--- config.mk ---
export PLATFORM = sky130hd
export DESIGN_NAME = univ_ff_bank
export DESIGN_NICKNAME = d
export VERILOG_FILES = /design/src/rtl/ff_pkg.sv /design/src/rtl/ff_next_state.sv /design/src/rtl/univ_ff_bank.sv
export SDC_FILE = /design/constraint.sdc
export NUM_CORES = 1
export LEC_CHECK = 0
export BUFFER_PORTS_ARGS = -buffer_cell sky130_fd_sc_hd__buf_2
export CORE_ASPECT_RATIO = 0.7
export CORE_MARGIN = 3
export CORE_UTILIZATION = 40
export DETAILED_ROUTE_END_ITERATION = 12
export GPL_TIMING_DRIVEN = 0
export PLACE_DENSITY = 0.73
export SLEW_MARGIN = 20
export SYNTH_ARGS = -nofsm -noshare
export SYNTH_HDL_FRONTEND = slang
export SYNTH_HIERARCHICAL = 1
export SYNTH_SLANG_ARGS = --single-unit
--- constraint.sdc ---
create_clock -name clk -period 2.1 [get_ports clk]
set_input_delay 0.21 -clock clk [delete_from_list [all_inputs] [get_ports clk]]
set_output_delay 0.21 -clock clk [all_outputs]
set_load 0.02 [all_outputs]
--- src/rtl/ff_pkg.sv ---
// ff_pkg: mode encodings and SR-conflict policies for univ_ff_bank
package ff_pkg;
  localparam logic [1:0] MODE_SR = 2'b00;
  localparam logic [1:0] MODE_JK = 2'b01;
  localparam logic [1:0] MODE_D  = 2'b10;
  localparam logic [1:0] MODE_T  = 2'b11;
  localparam int POL_HOLD = 0;
  localparam int POL_SET  = 1;
  localparam int POL_RST  = 2;
endpackage

--- src/rtl/ff_next_state.sv ---
// ff_next_state: one-bit next-state and SR-conflict decode for univ_ff_bank
module ff_next_state
  import ff_pkg::*;
#(
  parameter int POL = POL_HOLD
) (
  input  logic [1:0] mode,
  input  logic       a,
  input  logic       b,
  input  logic       q,
  output logic       nq,
  output logic       cf
);
  logic keep;
  logic pol_q;
  always_comb begin
    keep  = a | (q & ~b);
    pol_q = POL == POL_SET ? 1'b1 : POL == POL_RST ? 1'b0 : q;
    cf    = mode == MODE_SR && a && b;
    nq    = mode == MODE_D  ? a :
            mode == MODE_T  ? q ^ a :
            mode == MODE_JK ? (a && b ? ~q : keep) :
                              (a && b ? pol_q : keep);
  end
endmodule

--- src/rtl/univ_ff_bank.sv ---
// univ_ff_bank: WIDTH-bit SR/JK/D/T register bank with conflict flags and change counter
module univ_ff_bank
  import ff_pkg::*;
#(
  parameter int WIDTH       = 8,
  parameter int SR_CONFLICT = 0,
  parameter int CNT_W       = 8
) (
  input  logic             clk,
  input  logic             rst,
  input  logic             en,
  input  logic [1:0]       mode,
  input  logic [WIDTH-1:0] a,
  input  logic [WIDTH-1:0] b,
  input  logic             clr,
  output logic [WIDTH-1:0] q,
  output logic [WIDTH-1:0] qbar,
  output logic             conflict,
  output logic             conflict_sticky,
  output logic [CNT_W-1:0] chg_cnt
);
  logic [WIDTH-1:0] nq;
  logic [WIDTH-1:0] cf;
  logic             hit;
  logic             inc;
  for (genvar i = 0; i < WIDTH; i++) begin : g_bit
    ff_next_state #(.POL(SR_CONFLICT)) u_ns (
      .mode (mode),
      .a    (a[i]),
      .b    (b[i]),
      .q    (q[i]),
      .nq   (nq[i]),
      .cf   (cf[i])
    );
  end
  assign qbar = ~q;
  assign hit  = en & |cf;
  assign inc  = en && nq != q && chg_cnt != {CNT_W{1'b1}};
  always_ff @(posedge clk or negedge rst) begin
    if (!rst) begin
      q               <= '0;
      conflict        <= 1'b0;
      conflict_sticky <= 1'b0;
      chg_cnt         <= '0;
    end else begin
      if (en) q <= nq;
      conflict        <= hit;
      conflict_sticky <= clr ? 1'b0 : hit | conflict_sticky;
      chg_cnt         <= clr ? '0 : inc ? chg_cnt + 1'b1 : chg_cnt;
    end
  end
endmodule

==> results.tsv <==
stage	metric	value	unit
logic_synthesis	synthAdderAreaFrac	0.00921	
sta	setup_viol	0	
final_layout	final_cell_area	1760	um^2
logic_synthesis	yosysTopAreaCellShare	0.331	
placement	placed_area	1640	um^2
logic_synthesis	ys_ff_latch	18	
power_and_ir_drop	power_per_cell_area	640	nW/um^2
logic_synthesis	synth_top_family_by_area	simple AND/OR/NAND/NOR gates	
grt	grt-ovfl-total	0	
routing	wl	3.27	mm
floorplan	num_rows	17	
routing	ant_nets	0	
worst_setup_path	cp.arrival	2.21	ns
worst_setup_path	start_kind	register	
floorplan	die_area	4140	um^2
hold_path	hold_class	in2reg	
logic_synthesis	yosys.area.top_type	dfrtp_1	
routing	via_per_inst	5.19	
run_status	status	complete, no violations	
grt	grt_max_degree	33	
sta	hold_violations	0	
clock_network	cts.sinks	18	
routing	wl_per_cell	12.7	um
power_and_ir_drop	p_leak	0.844	nW
logic_synthesis	synth_area	1360	um^2
sta	min_period	2.07	ns
logic_synthesis	yosysWarnings	6	
power_and_ir_drop	ir_worst_vdd	250	uV
logic_synthesis	ys_seq_area_frac	0.331	
grt	grt_pass1_wl	5.09	mm
placement	preCtsSetupSlack	-0.381	ns
worst_setup_path	path_cells	xor2_1 -> nand2_1 -> o21ai_2 -> xor2_1 -> nor4_4 -> a21oi_2 -> and4_4 -> mux2_4	
sta	final_max_slew_viol_count	0	
logic_synthesis	synth_compound_area_frac	0.145	
logic_synthesis	syn_nets	189	
sta	layout_setup_ws	0.0269	ns
grt	grt_pass1_vias	1113	
worst_setup_path	crit_slowest_cell	dfrtp_2	
placement	place_congestion	0.757	
grt	grt_antenna_before_repair	0	
routing	drtPass1Iterations	4	
final_layout	nets	245	
placement	dp_hpwl	2.46	mm
sta	fin_skew	0.00144	ns
logic_synthesis	synth_area_leaders	dfrtp_1 33%, xor2_1 10%, nand2_1 6.6%	
floorplan	die_w	75.7	um
worst_setup_path	cp-end-kind	register	
clock_network	cts_tree	built	
clock_network	clock_path_buffers	2	
sta	maxSlewHeadroom	0.696	
grt	track_usage	0.162	
clock_network	clk-insertion-delay-late	0.25	ns
floorplan	die_h	54.8	um
logic_synthesis	synthMuxAreaShare	0.0378	
final_layout	drive_gt1_frac	0.323	
logic_synthesis	synth_cell_types	27	
worst_setup_path	cpMostUsedCell	xor2_1	
clock_network	cts_made_buffers	3	
sta	clock.fmax	0.482	GHz
worst_setup_path	worstPathRequired	2.24	ns
routing	vias	1340	
sta	tightest_slew	0.456	ns
logic_synthesis	netlist_instances	166	
worst_setup_path	cpPeakStageDelay	0.45	ns
worst_setup_path	critPathMaxFanout	5	
run	maxCapViolations	0	
sta	rsz0062_at_grt	yes	
sta	final.period_utilization	0.987	
worst_setup_path	crit_type	reg2reg	
placement	port_buffers	46	
logic_synthesis	syn_area_per_cell	8.19	um^2
floorplan	ios	48	
final_layout	insertedDiodeCount	0	
clock_network	htree_levels	1	
clock_network	cts.reportedPaths.clkPinSlew	0.06	ns
routing	drc_errors	0	
clock_network	cts_root_buf	clkbuf_8	
routing	drt_iter0_markers	53	
floorplan	core_area	3190	um^2
final_layout	area_delta_synth_final	29.6	%
floorplan	start_util	0.426	
logic_synthesis	synth-xor-area-share	0.129	
logic_synthesis	synth-simple-area-share	0.293	
[timing repair]
action / in CTS / in global routing
setup buffers: 2 / 2
endpoints found under the hold margin: 18 / 0
gates cloned: 0 / 0
hold buffers: 1 / 0
pin swaps: 4 / 9
setup endpoints to repair: 3 / 6
resized for setup: 2 / 11
[cells by family (layout without fill, tap and decap cells)]
logic type,Yosys count,after routing
compound gates,30,30
fa+ha+maj,1,1
flops,18,18
buf+inv,20,74
xor+xnor,20,20
simple gates,73,73
mux,4,4
[synthesized netlist by cell type]
master,n
clkbuf_1,3
a211oi_1,2
a21boi_1,1
and3_1,1
o221ai_1,8
mux2i_1,1
mux2_4,2
nand2_1,24
nand4_1,2
o21ai_0,1
dfrtp_1,18
a2111oi_1,1
mux2_1,1
inv_1,17
nor4_1,2
ha_1,1
nand3_1,11
nor2_1,10
nor3_1,8
nor3b_1,8
nor4_4,2
and4_4,2
xnor2_1,4
a21oi_2,1
o21ai_1,16
xor2_1,16
nor2b_1,3
[final timing paths]
kind | start | endpoint | slack [ns] | depth (start not counted)
max in group asynchronous | rst | q[2] | 1.38 | 2
min | clr | chg_cnt[3] | 0.34 | 3
max reg2reg | q[3] | chg_cnt[3] | 0.03 | 8
max | q[3] | chg_cnt[3] | 0.03 | 8
min reg2reg | conflict_sticky | conflict_sticky | 0.51 | 2
min in group asynchronous | rst | chg_cnt[3] | 0.42 | 2
[final cells by class]
type	instances	area, um^2
well taps	38	47.5
fillers	306	1430
inverters	17	63.8
multi-input cells	128	866
repair buffers	51	275
plain buffers	3	11.3
flip-flops and latches	18	455
clock buffers	3	41.3
[state kept, by name, summed over array words and instances (netlist names)]
signal / count
chg_cnt: 8
q: 8
conflict_sticky: 1
conflict: 1
[stage by stage]
| stage | instances | total power [mW] | setup TNS, ns | utilization | hold WS [ns] |
|---|---|---|---|---|---|
| 2_1_floorplan | 166 | 0.713 | 0 | - | -0.0856 |
| 3_3_place_gp | 250 | 0.854 | -1.30 | 0.513 | 0.162 |
| 3_5_place_dp | 250 | 0.862 | -1.58 | 0.513 | 0.162 |
| 4_1_cts | 256 | 1.11 | 0 | 0.536 | 0.326 |
| 5_1_grt | 258 | 1.20 | -0.160 | 0.552 | 0.349 |
| 6_report | 258 | 1.13 | 0 | 0.552 | 0.339 |
[worst max-delay path: cells and delay by family (launching register included)]
family / cells / cell delay [ns]
muxes: 1 / 0.29
and+or+nand+nor: 3 / 0.68
xor gates and xnor gates: 2 / 0.35
DFF: 1 / 0.45
AOI/OAI and AO/OA: 2 / 0.20
[report_power, final]
| group | switching [mW] | internal [mW] | total [mW] |
|---|---|---|---|
| Sequential | 0.0522 | 0.382 | 0.434 |
| Clock | 0.110 | 0.128 | 0.238 |
| Combinational | 0.281 | 0.174 | 0.455 |
[placed cells by master (no fill, tap or decap), types with 2 or more instances in the layout]
master,count
xor2_1,15
nor3_1,8
o221ai_1,7
mux2_4,3
nor2_1,10
o21ai_2,4
nor3b_1,8
dfrtp_1,14
and4_4,2
o21ai_1,12
xnor2_1,4
buf_2,44
nor4_1,2
nand3_1,11
nand2_1,24
dfrtp_2,4
a211oi_1,2
nand4_1,2
inv_1,17
nor4_4,2
clkbuf_8,3
clkbuf_1,3
buf_4,5
nor2b_1,3
[routing by layer]
metal / part of all wire / track usage / wire length, um
met1: 0.50 / 0.227 / 1640
met2: 0.44 / 0.248 / 1440
met3: 0.053 / 0.0422 / 174
met4: 0.0037 / 0.0436 / 12
met5: 0 / 0 / 0
Note: power is estimated with default switching activity, not from simulation.
